<file path="src/rtl/uart_tx_sequencer.sv">
// AXI-Lite master that programs the UART control register once after reset, then
// streams each accepted console byte into the UART TX FIFO, polling status while it is full.
module uart_tx_sequencer #(
   parameter logic [12:0] TX_OFFSET   = 13'h004,
   parameter logic [12:0] STAT_OFFSET = 13'h008,
   parameter logic [12:0] CTRL_OFFSET = 13'h00C,
   parameter logic [31:0] INIT_CTRL   = 32'h0000_0003,
   parameter int unsigned TX_FULL_BIT = 3,
   parameter int unsigned POLL_GAP    = 4
) (
   input  logic        clk_i,
   input  logic        rstn_i,
   input  logic [7:0]  tx_data_i,
   input  logic        tx_valid_i,
   output logic        tx_ready_o,
   output logic        busy_o,
   output logic        err_o,
   output logic [12:0] m_axi_uart_awaddr,
   output logic        m_axi_uart_awvalid,
   input  logic        m_axi_uart_awready,
   output logic [31:0] m_axi_uart_wdata,
   output logic [3:0]  m_axi_uart_wstrb,
   output logic        m_axi_uart_wvalid,
   input  logic        m_axi_uart_wready,
   input  logic [1:0]  m_axi_uart_bresp,
   input  logic        m_axi_uart_bvalid,
   output logic        m_axi_uart_bready,
   output logic [12:0] m_axi_uart_araddr,
   output logic        m_axi_uart_arvalid,
   input  logic        m_axi_uart_arready,
   input  logic [31:0] m_axi_uart_rdata,
   input  logic [1:0]  m_axi_uart_rresp,
   input  logic        m_axi_uart_rvalid,
   output logic        m_axi_uart_rready
);

   localparam int unsigned GAP_W = (POLL_GAP > 1) ? $clog2(POLL_GAP) : 1;

   typedef enum logic [2:0] {
      S_INIT_W, S_INIT_B, S_IDLE, S_POLL_AR, S_POLL_R, S_GAP, S_WR, S_WR_B
   } state_e;

   state_e             state_q;
   logic               awvalid_q, wvalid_q, bready_q, arvalid_q, rready_q;
   logic               aw_done_q, w_done_q;
   logic [12:0]        awaddr_q, araddr_q;
   logic [31:0]        wdata_q;
   logic [3:0]         wstrb_q;
   logic [7:0]         byte_q;
   logic               tx_ready_q, busy_q, err_q;
   logic [GAP_W-1:0]   gap_cnt_q;

   logic aw_fire, w_fire, aw_ok, w_ok, is_init, status_full, unused_rdata;

   assign aw_fire     = awvalid_q & m_axi_uart_awready;
   assign w_fire      = wvalid_q & m_axi_uart_wready;
   assign aw_ok       = aw_done_q | aw_fire;
   assign w_ok        = w_done_q | w_fire;
   assign is_init     = (state_q == S_INIT_W);
   assign status_full = m_axi_uart_rdata[TX_FULL_BIT] && (m_axi_uart_rresp == 2'b00);
   assign unused_rdata = ^m_axi_uart_rdata;

   always_ff @(posedge clk_i) begin
      if (!rstn_i) begin
         state_q    <= S_INIT_W;
         awvalid_q  <= 1'b0;
         wvalid_q   <= 1'b0;
         bready_q   <= 1'b0;
         arvalid_q  <= 1'b0;
         rready_q   <= 1'b0;
         aw_done_q  <= 1'b0;
         w_done_q   <= 1'b0;
         awaddr_q   <= '0;
         araddr_q   <= '0;
         wdata_q    <= '0;
         wstrb_q    <= '0;
         byte_q     <= '0;
         tx_ready_q <= 1'b0;
         busy_q     <= 1'b1;
         err_q      <= 1'b0;
         gap_cnt_q  <= '0;
      end else begin
         case (state_q)
            // NOTE: valids are registered and cleared only after their own handshake,
            // so they never depend combinationally on the slave's ready.
            S_INIT_W, S_WR: begin
               if (!awvalid_q && !aw_done_q) begin
                  awvalid_q <= 1'b1;
                  awaddr_q  <= is_init ? CTRL_OFFSET : TX_OFFSET;
               end else if (aw_fire) begin
                  awvalid_q <= 1'b0;
                  aw_done_q <= 1'b1;
               end
               if (!wvalid_q && !w_done_q) begin
                  wvalid_q <= 1'b1;
                  wdata_q  <= is_init ? INIT_CTRL : {24'h0, byte_q};
                  wstrb_q  <= is_init ? 4'hF : 4'h1;
               end else if (w_fire) begin
                  wvalid_q <= 1'b0;
                  w_done_q <= 1'b1;
               end
               if (aw_ok && w_ok) begin
                  aw_done_q <= 1'b0;
                  w_done_q  <= 1'b0;
                  bready_q  <= 1'b1;
                  state_q   <= is_init ? S_INIT_B : S_WR_B;
               end
            end
            S_INIT_B, S_WR_B: begin
               if (m_axi_uart_bvalid) begin
                  bready_q   <= 1'b0;
                  tx_ready_q <= 1'b1;
                  busy_q     <= 1'b0;
                  state_q    <= S_IDLE;
                  if (m_axi_uart_bresp != 2'b00) err_q <= 1'b1;
               end
            end
            S_IDLE: begin
               if (tx_valid_i) begin
                  byte_q     <= tx_data_i;
                  tx_ready_q <= 1'b0;
                  busy_q     <= 1'b1;
                  arvalid_q  <= 1'b1;
                  araddr_q   <= STAT_OFFSET;
                  state_q    <= S_POLL_AR;
               end
            end
            S_POLL_AR: begin
               if (m_axi_uart_arready) begin
                  arvalid_q <= 1'b0;
                  rready_q  <= 1'b1;
                  state_q   <= S_POLL_R;
               end
            end
            S_POLL_R: begin
               if (m_axi_uart_rvalid) begin
                  rready_q <= 1'b0;
                  if (status_full) begin
                     gap_cnt_q <= '0;
                     state_q   <= S_GAP;
                  end else begin
                     if (m_axi_uart_rresp != 2'b00) err_q <= 1'b1;
                     state_q <= S_WR;
                  end
               end
            end
            S_GAP: begin
               if (gap_cnt_q == GAP_W'(POLL_GAP - 1)) begin
                  arvalid_q <= 1'b1;
                  araddr_q  <= STAT_OFFSET;
                  state_q   <= S_POLL_AR;
               end else begin
                  gap_cnt_q <= gap_cnt_q + GAP_W'(1);
               end
            end
            default: state_q <= S_INIT_W;
         endcase
      end
   end

   assign tx_ready_o         = tx_ready_q;
   assign busy_o             = busy_q;
   assign err_o              = err_q;
   assign m_axi_uart_awaddr  = awaddr_q;
   assign m_axi_uart_awvalid = awvalid_q;
   assign m_axi_uart_wdata   = wdata_q;
   assign m_axi_uart_wstrb   = wstrb_q;
   assign m_axi_uart_wvalid  = wvalid_q;
   assign m_axi_uart_bready  = bready_q;
   assign m_axi_uart_araddr  = araddr_q;
   assign m_axi_uart_arvalid = arvalid_q;
   assign m_axi_uart_rready  = rready_q;

endmodule
</file>
<file path="config.mk">
export PLATFORM = sky130hd
export DESIGN_NAME = uart_tx_sequencer
export DESIGN_NICKNAME = d
export VERILOG_FILES = /design/src/rtl/uart_tx_sequencer.sv
export SDC_FILE = /design/constraint.sdc
export NUM_CORES = 1
export LEC_CHECK = 0
export BUFFER_PORTS_ARGS = -buffer_cell sky130_fd_sc_hd__buf_4
export CORE_ASPECT_RATIO = 1.2
export CORE_MARGIN = 2
export CORE_UTILIZATION = 35
export DETAILED_ROUTE_END_ITERATION = 6
export PLACE_DENSITY = 0.71
export SLEW_MARGIN = 30
export SYNTH_ARGS = -nofsm -noshare
export SYNTH_HDL_FRONTEND = slang
export SYNTH_SLANG_ARGS = --single-unit
export TNS_END_PERCENT = 10
</file>
<file path="constraint.sdc">
create_clock -name clk_i -period 1.3 [get_ports clk_i]
set_input_delay 0.13 -clock clk_i [delete_from_list [all_inputs] [get_ports clk_i]]
set_output_delay 0.13 -clock clk_i [all_outputs]
set_load 0.05 [all_outputs]
</file>
* After elaboration in Yosys (flattened, before gate mapping)
Index checks and enable logic that the tools add are counted.
Operators by class: add/subtract/negate cells 1, equality and inequality tests 21, muxes and demuxes 49, bitwise gates (word level) 4, reductions and logical operators 40
Operators by type and width (number):
- $mux 13 | 2
- $pmux 13 s2 | 1
- $mux 1 | 24
- $reduce_bool 2->1 | 12
- $ne 2x2->1 const B | 11
- $mux 3 | 7
- $pmux 3 s6 | 1
- $reduce_and 3->1 | 6
- $eq 3x3->1 const B | 4
- $reduce_and 6->1 | 2
- $pmux 1 s2 | 5
- $reduce_and 2->1 | 5
- $mux 2 | 4
- $mux 4 | 2
- $mux 8 | 1
- $reduce_and 4->1 | 2
- $eq 3x2->1 const B | 2
- $logic_and 1x1->1 | 4
- $logic_not 1->1 | 4
- $ne 2x1->1 const B | 2
- $pmux 2 s2 | 1
- $reduce_or 2->1 | 2
- $eq 3x1->1 const B | 1
- $logic_not 3->1 | 1
- other kinds (7) | 9
Word-level totals: bits in registers 85, bits of input ports 52, output and inout port bits 70, logic and storage cells 132

* Longest topological paths before layout
Gate-level depths: netlist of run 1.
depth in word-level cells 5, mapped depth 6, gate-level depth less buffers 5

* Least setup slack after synthesis of run 1
No wires, ideal clock.
path kind register -> register, start point reg wvalid_q, in the netlist m_axi_uart_wvalid, end point reg state_q[0], setup time 0.096 ns, arrival time 1.376 ns, data required time 1.204 ns, path slack -0.171 ns, cell stages (with the launch flop) 5, path buffers 0, clock period less this slack 1.471 ns, cell sequence dfxtp_1 a21oi_1 nor2_1 o21ai_2 o41ai_2
Between the ends: longest elaborated chain between the ends 5
Ends and longest elaborated chain:
- start: declaration | line 44 | logic awvalid_q, wvalid_q, bready_q, arvalid_q, rready_q;
- start signal: assignment | line 67 | wvalid_q <= 1'b0;
- start signal: assignment | line 95 | wvalid_q <= 1'b1;
- start signal: assignment | line 99 | wvalid_q <= 1'b0;
- $and 1x1->1 | line 56 | assign w_fire = wvalid_q & m_axi_uart_wready;
- $or 1x1->1 | line 58 | assign w_ok = w_done_q | w_fire;
- $logic_and 1x1->1 | line 102 | if (aw_ok && w_ok) begin
- $ne 2x2->1 (no source line)
- $reduce_and 6->1 (no source line)
- end signal: assignment | line 106 | state_q <= is_init ? S_INIT_B : S_WR_B;
- end: declaration | line 43 | state_e state_q;
No other way between the ends. A chain may end at the register's enable or synchronous reset.

* Worst setup path in the final report of run 1
start point reg gap_cnt_q[1], end point reg araddr_q[3], in the netlist m_axi_uart_araddr[3]
Between the ends: longest elaborated chain between the ends 3
Ends and longest elaborated chain:
- start: declaration | line 51 | logic [GAP_W-1:0] gap_cnt_q;
- start signal: assignment | line 153 | gap_cnt_q <= gap_cnt_q + GAP_W'(1);
- $eq 2x2->1 | line 148 | if (gap_cnt_q == GAP_W'(POLL_GAP - 1)) begin
- $ne 2x2->1 (no source line)
- $reduce_and 3->1 (no source line)
- end signal: assignment | line 74 | araddr_q <= '0;
- end signal: assignment | line 124 | araddr_q <= STAT_OFFSET;
- end signal: assignment | line 150 | araddr_q <= STAT_OFFSET;
- end: declaration | line 46 | logic [12:0] awaddr_q, araddr_q;
No other way between the ends.

==> flow_summary.html, run 1 <==
<table>
<tr><th>Metric</th><th>Value</th></tr>
<tr><th colspan="2">Cells and area</th></tr>
<tr><td>Total of fill cells in the finished design</td><td>550</td></tr>
<tr><td>Multi-input logic area</td><td>0.00115 mm²</td></tr>
<tr><td>Syn-to-layout area delta</td><td>30.8%</td></tr>
<tr><td>Layout cells sized above 1</td><td>0.380</td></tr>
<tr><td>Nets@finish</td><td>355</td></tr>
<tr><td>FF/Latch Area</td><td>about 730 µm²</td></tr>
<tr><td>Antenna diodes</td><td>0</td></tr>
<tr><th colspan="2">Floorplanning</th></tr>
<tr><td>Core Box Area</td><td>0.00567 mm²</td></tr>
<tr><td>Chip Width</td><td>73.8 µm</td></tr>
<tr><td>Area of the die</td><td>0.00648 mm²</td></tr>
<tr><td>Number of top-level pins</td><td>around 120</td></tr>
<tr><td>Vertical die dimension</td><td>about 90 µm</td></tr>
<tr><td>Starting Density</td><td>0.361</td></tr>
<tr><td>Row Count</td><td>30</td></tr>
<tr><th colspan="2">Placement</th></tr>
<tr><td>Weighted congestion reported at the end of routability-driven placement</td><td>0.823</td></tr>
<tr><td>Detailed Place HPWL</td><td>3.28 mm</td></tr>
<tr><td>Port Buf Inserts</td><td>43</td></tr>
<tr><th colspan="2">Route</th></tr>
<tr><td>1st-pass router iterations</td><td>4</td></tr>
<tr><td>Per-cell routed wire length</td><td>11.5 µm</td></tr>
<tr><td>DRT Wirelength</td><td>about 4.4 mm</td></tr>
<tr><td>Starting DRC count in detailed routing</td><td>75</td></tr>
<tr><td>Vias per inst</td><td>approximately 4.4</td></tr>
<tr><td>Post-route DRC violation count</td><td>0</td></tr>
<tr><td>Antenna-violating nets left</td><td>0</td></tr>
<tr><td>Via count</td><td>1699</td></tr>
<tr><th colspan="2">Worst setup path</th></tr>
<tr><td>Reg2Reg Setup Slack</td><td>-100 ps</td></tr>
<tr><td>Worst-path fanout max</td><td>3</td></tr>
<tr><td>Reg2reg start</td><td>gap_cnt_q[1]</td></tr>
<tr><td>Critical Path Source Type</td><td>flop</td></tr>
<tr><td>Critical Path RT</td><td>1480 ps</td></tr>
<tr><td>Category of the critical setup timing path</td><td>reg2reg</td></tr>
<tr><td>CP Data Arrival Time</td><td>approximately 1600 ps</td></tr>
<tr><td>Kind of end point of the critical path</td><td>flop</td></tr>
<tr><td>Launching element of the worst setup path</td><td>gap_cnt_q[1]</td></tr>
<tr><th colspan="2">Job</th></tr>
<tr><td>Number of violations of the max-capacitance limit</td><td>0</td></tr>
<tr><th colspan="2">Timing</th></tr>
<tr><td>Slew Viols, Final</td><td>0</td></tr>
<tr><td>Worst Setup Slack, final</td><td>-95.8 ps</td></tr>
<tr><td>Final number of hold-violating endpoints</td><td>0</td></tr>
<tr><td>Number of failing setup endpoints in the final timing report</td><td>10</td></tr>
<tr><td>Setup repair after global routing missed its margin</td><td>yes</td></tr>
<tr><td>Tmin final</td><td>1400 ps</td></tr>
<tr><td>Maximum operating frequency</td><td>slightly above 700 MHz</td></tr>
<tr><td>Final period utilization</td><td>1.07</td></tr>
<tr><td>Setup Skew</td><td>4.05 ps</td></tr>
<tr><td>Setup TNS after final layout</td><td>-507 ps</td></tr>
<tr><th colspan="2">Power</th></tr>
<tr><td>Internal cell power</td><td>2.58 mW</td></tr>
<tr><td>P_sw</td><td>1.97 mW</td></tr>
<tr><td>Combinational fraction of design power</td><td>0.466</td></tr>
<tr><td>Total power draw</td><td>4.55 mW</td></tr>
<tr><td>Switching share of power</td><td>0.434</td></tr>
<tr><td>Largest voltage drop on the vdd net</td><td>0.000623 V</td></tr>
<tr><td>Clock share of power</td><td>0.211</td></tr>
<tr><td>LEAKAGE</td><td>1.18 nW</td></tr>
<tr><td>Power Density</td><td>1700 mW/mm²</td></tr>
<tr><td>Sequential group share of total power</td><td>0.322</td></tr>
<tr><th colspan="2">Logic synthesis</th></tr>
<tr><td>Sequential area share after synthesis</td><td>0.352</td></tr>
<tr><td>Yosys Warn Count</td><td>0</td></tr>
<tr><td>EDFF count, synth</td><td>0</td></tr>
<tr><td>Number of instances in the synthesized netlist</td><td>235</td></tr>
<tr><td>Post-synthesis cell area</td><td>0.00205 mm²</td></tr>
<tr><td>Yosys cell types</td><td>49</td></tr>
<tr><td>Most common flop cell mapped by yosys</td><td>sky130_fd_sc_hd__dfxtp_1</td></tr>
<tr><td>Share of synthesized flip-flops with an asynchronous set or reset</td><td>0</td></tr>
<tr><td>Post-synthesis sequential element count</td><td>36</td></tr>
<tr><td>Synthesized area divided by synthesized cell count</td><td>8.71 µm²</td></tr>
<tr><th colspan="2">Global routing</th></tr>
<tr><td>Maximum number of pins on one net before global-route repair</td><td>31</td></tr>
<tr><td>Final global-route overflow total</td><td>0</td></tr>
<tr><td>Wire length of the first global-routing pass</td><td>7.17 mm</td></tr>
<tr><td>Via count of the first global-routing pass</td><td>1633</td></tr>
<tr><td>Antenna violations before repair</td><td>0</td></tr>
<tr><td>Global-route total usage across every layer</td><td>0.140</td></tr>
<tr><th colspan="2">Clock network</th></tr>
<tr><td>Inserted Clock Buffers</td><td>5</td></tr>
<tr><td>Clock sinks</td><td>36</td></tr>
<tr><td>CTS tree</td><td>yes</td></tr>
<tr><td>CTS max path bufs</td><td>2</td></tr>
<tr><td>CTS H-Tree Depth</td><td>2</td></tr>
<tr><td>Clock-pin slew on the worst setup and hold paths</td><td>70 ps</td></tr>
<tr><td>Root buffer cell</td><td>sky130_fd_sc_hd__clkbuf_8</td></tr>
<tr><td>Cts-stage hold buffer count</td><td>0</td></tr>
<tr><td>Clock insertion delay at the later pin of the skew report</td><td>280 ps</td></tr>
<tr><th colspan="2">Worst hold path</th></tr>
<tr><td>Path type of the worst min-delay path</td><td>in2reg</td></tr>
<tr><td>Origin of the worst min-delay path</td><td>tx_data_i[7]</td></tr>
<tr><th colspan="2">Status</th></tr>
<tr><td>Run status</td><td>finished with violations</td></tr>
<tr><td>Violations in the final reports</td><td>negative setup slack</td></tr>
</table>
-- cells in the mapped netlist, types with 2 or more instances --
master	n	area, µm²
sky130_fd_sc_hd__buf_4	49	368
sky130_fd_sc_hd__dfxtp_1	36	721
sky130_fd_sc_hd__nand2_1	27	101
sky130_fd_sc_hd__a21boi_0	11	82.6
sky130_fd_sc_hd__nor2_1	11	41.3
sky130_fd_sc_hd__nor2b_1	11	68.8
sky130_fd_sc_hd__nand3_1	10	50.1
sky130_fd_sc_hd__a22oi_1	8	60.1
sky130_fd_sc_hd__a21oi_1	6	30.0
sky130_fd_sc_hd__buf_2	6	30.0
sky130_fd_sc_hd__o21ai_0	6	30.0
sky130_fd_sc_hd__clkbuf_1	4	15.0
sky130_fd_sc_hd__mux2i_1	4	40.0
sky130_fd_sc_hd__inv_1	3	11.3
sky130_fd_sc_hd__nand2b_1	3	18.8
sky130_fd_sc_hd__a21boi_2	2	22.5
sky130_fd_sc_hd__a31oi_1	2	12.5
sky130_fd_sc_hd__mux2_2	2	22.5
sky130_fd_sc_hd__nand3b_1	2	15.0
sky130_fd_sc_hd__o221a_2	2	22.5
sky130_fd_sc_hd__o31ai_1	2	15.0
-- path summary, 6_finish.rpt --
check                                             to  cells after the start
worst max-delay path            m_axi_uart_araddr[3]                      7
worst min-delay path                       byte_q[7]                      3
worst max register to register  m_axi_uart_araddr[3]                      7
worst min register to register  m_axi_uart_awaddr[2]                      2
-- registers in the layout (all words and copies together) (netlist names) --
name / count
tx_ready_o: 1
m_axi_uart_bready: 1
gap_cnt_q: 2
m_axi_uart_awvalid: 1
w_done_q: 1
m_axi_uart_arvalid: 1
aw_done_q: 1
m_axi_uart_rready: 1
m_axi_uart_wvalid: 1
byte_q: 8
err_o: 1
busy_o: 1
state_q: 3
m_axi_uart_wstrb: 2
m_axi_uart_awaddr: 2
m_axi_uart_araddr: 1
m_axi_uart_wdata: 8
-- per-layer routing --
layer / vias up / wire, µm / track usage / part of all wire
li1: 845 / - / - / -
met1: 784 / 1730 / 0.152 / 0.39
met2: 66 / 2350 / 0.248 / 0.53
met3: 4 / 307 / 0.0495 / 0.070
met4: 0 / 30 / 0.0479 / 0.0068
met5: - / 0 / 0 / 0
-- placed cells by master, fill, tap and decap left out, drive strengths merged, types with 3 or more instances in the layout --
cell,synthesis,final
mux2i,4,4
nand3,10,10
a21boi,13,13
o21ai,8,8
a22oi,8,8
nand2b,3,3
conb,1,47
clkbuf,4,6
inv,3,3
nor2b,11,11
nor2,11,11
dfxtp,36,36
a21oi,7,7
buf,56,74
nand2,28,28
-- power groups by stage --
| stage | clock (mW) | combinational [mW] | sequential [mW] |
|---|---|---|---|
| 2_1_floorplan | 0 | 1.15 | 1.89 |
| 3_3_place_gp | 0 | 2.03 | 1.47 |
| 3_5_place_dp | 0 | 2.05 | 1.48 |
| 4_1_cts | 0.980 | 2.08 | 1.46 |
| 5_1_grt | 1.03 | 2.26 | 1.50 |
| 6_report | 0.961 | 2.12 | 1.47 |
-- worst max-delay path, stage by stage, from the launching register on --
cell                       delay (ps)
sky130_fd_sc_hd__dfxtp_2          340
sky130_fd_sc_hd__ha_4             150
sky130_fd_sc_hd__and4bb_2         330
sky130_fd_sc_hd__a21oi_4           60
sky130_fd_sc_hd__buf_12           140
sky130_fd_sc_hd__buf_6            100
sky130_fd_sc_hd__a21oi_2          130
sky130_fd_sc_hd__nor2b_1           50
-- what timing repair did --
action / CTS / global route
setup endpoints to repair: 30 / 29
resized for setup: 15 / 9
setup buffers: 1 / 1
pin swaps: 3 / 3
-- layout make-up --
type | count | share of cell area
Multi-Input combinational cell | 182 | 0.428
Clock buffer | 6 | 0.0271
Sequential cell | 36 | 0.275
Timing Repair Buffer | 74 | 0.215
Tap cell | 80 | 0.0374
Inverter | 3 | 0.00421
Clock inverter | 2 | 0.0131
-- stage by stage --
stage	setup WS [ps]	instances	cell area, µm²	hold WS (ps)	util
floorplan	10.8	281	2240	275	-
detailed placement	-159	373	2450	399	0.433
global placement	-132	373	2450	392	0.433
CTS	-74.2	382	2630	93.5	0.464
global route	-146	383	2680	88.6	0.472
finish	-95.8	383	2680	90.6	0.472
-- logic make-up after synthesis --
logic type / share of synthesized area
AOI/OAI and AO/OA: 0.201
xor gates and xnor gates: 0.00795
adders and majority gates: 0.00612
buffers and inverters: 0.213
DFF: 0.352
muxes: 0.0306
other: 0.00183
and+or+nand+nor: 0.188
No activity file was read; power rests on OpenSTA's default activity.
==> run 2: changes to the inputs <==
- RECOVER_POWER: default -> 50
==> flow_summary.html, run 2 (synthesis gave the netlist of run 1 again) <==
<table>
<tr><th>Metric</th><th>Value</th></tr>
<tr><th colspan="2">Status</th></tr>
<tr><td>Run status</td><td>finished with violations</td></tr>
<tr><td>Violations in the final reports</td><td>negative setup slack</td></tr>
<tr><th colspan="2">Floorplanning</th></tr>
<tr><td>Row Count</td><td>30 (unchanged)</td></tr>
<tr><td>Number of top-level pins</td><td>122 (unchanged)</td></tr>
<tr><td>Core Box Area</td><td>0.00567 mm² (unchanged)</td></tr>
<tr><td>Vertical die dimension</td><td>87.8 µm (unchanged)</td></tr>
<tr><td>Starting Density</td><td>0.361 (unchanged)</td></tr>
<tr><td>Chip Width</td><td>73.8 µm (unchanged)</td></tr>
<tr><td>Area of the die</td><td>0.00648 mm² (unchanged)</td></tr>
<tr><th colspan="2">Placement</th></tr>
<tr><td>Weighted congestion reported at the end of routability-driven placement</td><td>0.823 (unchanged)</td></tr>
<tr><td>Detailed Place HPWL</td><td>3.28 mm (unchanged)</td></tr>
<tr><td>Worst-case setup slack after placement</td><td>-159 ps (unchanged)</td></tr>
<tr><td>Port Buf Inserts</td><td>43 (unchanged)</td></tr>
<tr><th colspan="2">Worst setup path</th></tr>
<tr><td>Reg2Reg Setup Slack</td><td>-90 ps (about the same)</td></tr>
<tr><td>CP Data Arrival Time</td><td>1580 ps (about the same)</td></tr>
<tr><td>Logic depth of the worst register-to-register path</td><td>7 (unchanged)</td></tr>
<tr><td>Reg2reg start</td><td>gap_cnt_q[1]</td></tr>
<tr><td>Kind of end point of the critical path</td><td>flop</td></tr>
<tr><td>Critical Path RT</td><td>1480 ps (about the same)</td></tr>
<tr><td>Launching element of the worst setup path</td><td>gap_cnt_q[1]</td></tr>
<tr><td>Critical R2R Capture</td><td>m_axi_uart_araddr[3]</td></tr>
<tr><td>Category of the critical setup timing path</td><td>reg2reg</td></tr>
<tr><td>Critical Path Source Type</td><td>flop</td></tr>
<tr><td>Worst-path fanout max</td><td>3 (unchanged)</td></tr>
<tr><th colspan="2">Clock network</th></tr>
<tr><td>Root buffer cell</td><td>sky130_fd_sc_hd__clkbuf_8</td></tr>
<tr><td>Clock insertion delay at the later pin of the skew report</td><td>290 ps (about the same)</td></tr>
<tr><td>Inserted Clock Buffers</td><td>5 (unchanged)</td></tr>
<tr><td>CTS max path bufs</td><td>2 (unchanged)</td></tr>
<tr><td>Clock sinks</td><td>36 (unchanged)</td></tr>
<tr><td>Clock-pin slew on the worst setup and hold paths</td><td>70 ps (about the same)</td></tr>
<tr><td>CTS H-Tree Depth</td><td>2 (unchanged)</td></tr>
<tr><td>CTS tree</td><td>yes</td></tr>
<tr><th colspan="2">Route</th></tr>
<tr><td>Per-cell routed wire length</td><td>11.5 µm (-0.57%)</td></tr>
<tr><td>1st-pass router iterations</td><td>4 (unchanged)</td></tr>
<tr><td>Starting DRC count in detailed routing</td><td>61 (-19%)</td></tr>
<tr><td>DRT Wirelength</td><td>4.39 mm (-0.57%)</td></tr>
<tr><td>Via count</td><td>1698 (-0.059%)</td></tr>
<tr><td>Post-route DRC violation count</td><td>0 (unchanged)</td></tr>
<tr><td>Antenna-violating nets left</td><td>0 (unchanged)</td></tr>
<tr><td>Vias per inst</td><td>4.43 (about the same)</td></tr>
<tr><th colspan="2">Cells and area</th></tr>
<tr><td>Syn-to-layout area delta</td><td>28.6%</td></tr>
<tr><td>Nets@finish</td><td>355 (unchanged)</td></tr>
<tr><td>Most common cell after layout, fill and taps aside</td><td>sky130_fd_sc_hd__buf_4</td></tr>
<tr><td>Layout cells sized above 1</td><td>0.380 (unchanged)</td></tr>
<tr><td>Antenna diodes</td><td>0 (unchanged)</td></tr>
<tr><td>Most frequent cells in the layout</td><td>53 x sky130_fd_sc_hd__buf_4, 47 x sky130_fd_sc_hd__conb_1, 29 x sky130_fd_sc_hd__dfxtp_1, 27 x sky130_fd_sc_hd__nand2_1, 18 x sky130_fd_sc_hd__clkbuf_2</td></tr>
<tr><th colspan="2">Timing</th></tr>
<tr><td>Number of failing setup endpoints in the final timing report</td><td>10 (unchanged)</td></tr>
<tr><td>Maximum operating frequency</td><td>717 MHz (+0.12%)</td></tr>
<tr><td>Final-layout worst hold slack</td><td>89.2 ps (-1.32 ps)</td></tr>
<tr><td>Final number of hold-violating endpoints</td><td>0 (unchanged)</td></tr>
<tr><td>Setup Skew</td><td>3.97 ps (-0.0809 ps)</td></tr>
<tr><td>Setup repair after global routing missed its margin</td><td>yes</td></tr>
<tr><td>Tmin final</td><td>1390 ps (-1.61 ps)</td></tr>
<tr><td>Worst Setup Slack, final</td><td>-94.2 ps (+1.61 ps)</td></tr>
<tr><td>Final period utilization</td><td>1.07 (-0.00124)</td></tr>
<tr><td>Slew Viols, Final</td><td>0 (unchanged)</td></tr>
<tr><th colspan="2">Power</th></tr>
<tr><td>Power Density</td><td>1710 mW/mm² (+0.42%)</td></tr>
<tr><td>LEAKAGE</td><td>1.17 nW (-1.2%)</td></tr>
<tr><td>Clock share of power</td><td>0.214 (+0.003)</td></tr>
<tr><td>Sequential group share of total power</td><td>0.326 (+0.004)</td></tr>
<tr><td>Combinational fraction of design power</td><td>0.459 (-0.007)</td></tr>
<tr><td>Total power draw</td><td>4.49 mW (-1.3%)</td></tr>
<tr><td>P_sw</td><td>1.97 mW (about the same)</td></tr>
<tr><td>Switching share of power</td><td>0.439 (+0.00523)</td></tr>
<tr><td>Internal cell power</td><td>2.52 mW (-2.2%)</td></tr>
<tr><td>Largest voltage drop on the vdd net</td><td>0.000612 V (-1.9%)</td></tr>
<tr><th colspan="2">Job</th></tr>
<tr><td>Number of violations of the max-capacitance limit</td><td>0 (unchanged)</td></tr>
<tr><th colspan="2">Global routing</th></tr>
<tr><td>Final global-route overflow total</td><td>0 (unchanged)</td></tr>
<tr><td>Global-route total usage across every layer</td><td>0.140 (unchanged)</td></tr>
<tr><td>Maximum number of pins on one net before global-route repair</td><td>31 (unchanged)</td></tr>
<tr><td>Antenna violations before repair</td><td>0 (unchanged)</td></tr>
<tr><td>Wire length of the first global-routing pass</td><td>7.17 mm (unchanged)</td></tr>
<tr><td>Via count of the first global-routing pass</td><td>1633 (unchanged)</td></tr>
<tr><th colspan="2">Worst hold path</th></tr>
<tr><td>Path type of the worst min-delay path</td><td>in2reg</td></tr>
<tr><td>Origin of the worst min-delay path</td><td>tx_data_i[7]</td></tr>
<tr><td>Hold Path Cell Cnt</td><td>3 (unchanged)</td></tr>
<tr><td>Endpoint of the worst hold path</td><td>byte_q[7]</td></tr>
</table>
## run 2: final cells by class
cell class	count	area (µm²)
fillers	561	3040
inverters	3	11.3
flip-flops and latches	36	734
clock inverters	2	35.0
clock buffers	6	72.6
repair buffers	74	531
well taps	80	100
multi-input cells	182	1150
## run 2: critical path, stage by stage (launching register included)
cell and delay [ps]:
sky130_fd_sc_hd__dfxtp_2 340, sky130_fd_sc_hd__ha_4 150, sky130_fd_sc_hd__and4bb_2 330, sky130_fd_sc_hd__a21oi_4 60, sky130_fd_sc_hd__buf_12 140, sky130_fd_sc_hd__buf_6 100, sky130_fd_sc_hd__a21oi_2 130, sky130_fd_sc_hd__nor2b_1 50
## run 2: worst max-delay path by stage
stage / endpoint / slack, ps
3_3_place_gp: m_axi_uart_wdata[0] / -130
5_1_grt: m_axi_uart_arvalid / -150
2_1_floorplan: m_axi_uart_awaddr[2] / 10
4_1_cts: m_axi_uart_araddr[3] / -70
6_report: m_axi_uart_araddr[3] / -90
3_5_place_dp: state_q[0] / -160
## run 2: repair_timing
item,CTS,global route
setup buffers,1,1
pin swaps,3,3
gates resized for setup,15,9
setup endpoints to repair,30,29
hold buffers,0,0
## run 2: power by group through the flow
stage | Clock [mW] | Combinational [mW] | Sequential (mW)
after detailed placement | 0 | 2.05 | 1.48
after global routing | 1.03 | 2.21 | 1.50
final | 0.962 | 2.06 | 1.47
after global placement | 0 | 2.03 | 1.47
after CTS | 0.980 | 2.08 | 1.46
after floorplan | 0 | 1.15 | 1.89
## run 2: layer usage
| metal | track usage | share of wire | vias up |
|---|---|---|---|
| met4 | 0.0479 | 0.0080 | 0 |
| met1 | 0.152 | 0.39 | 780 |
| met2 | 0.248 | 0.53 | 69 |
| li1 | - | - | 844 |
| met5 | 0 | 0 | - |
| met3 | 0.0495 | 0.067 | 5 |
## run 2: stage by stage
step                      std cells  TNS, ps  instance area, µm²   util
final                           383     -481                2630  0.464
after global routing            383    -1580                2630  0.464
after CTS                       382     -386                2630  0.464
after detailed placement        373    -3030                2450  0.433
after global placement          373    -2170                2450  0.433
after floorplan                 281        0                2240      -
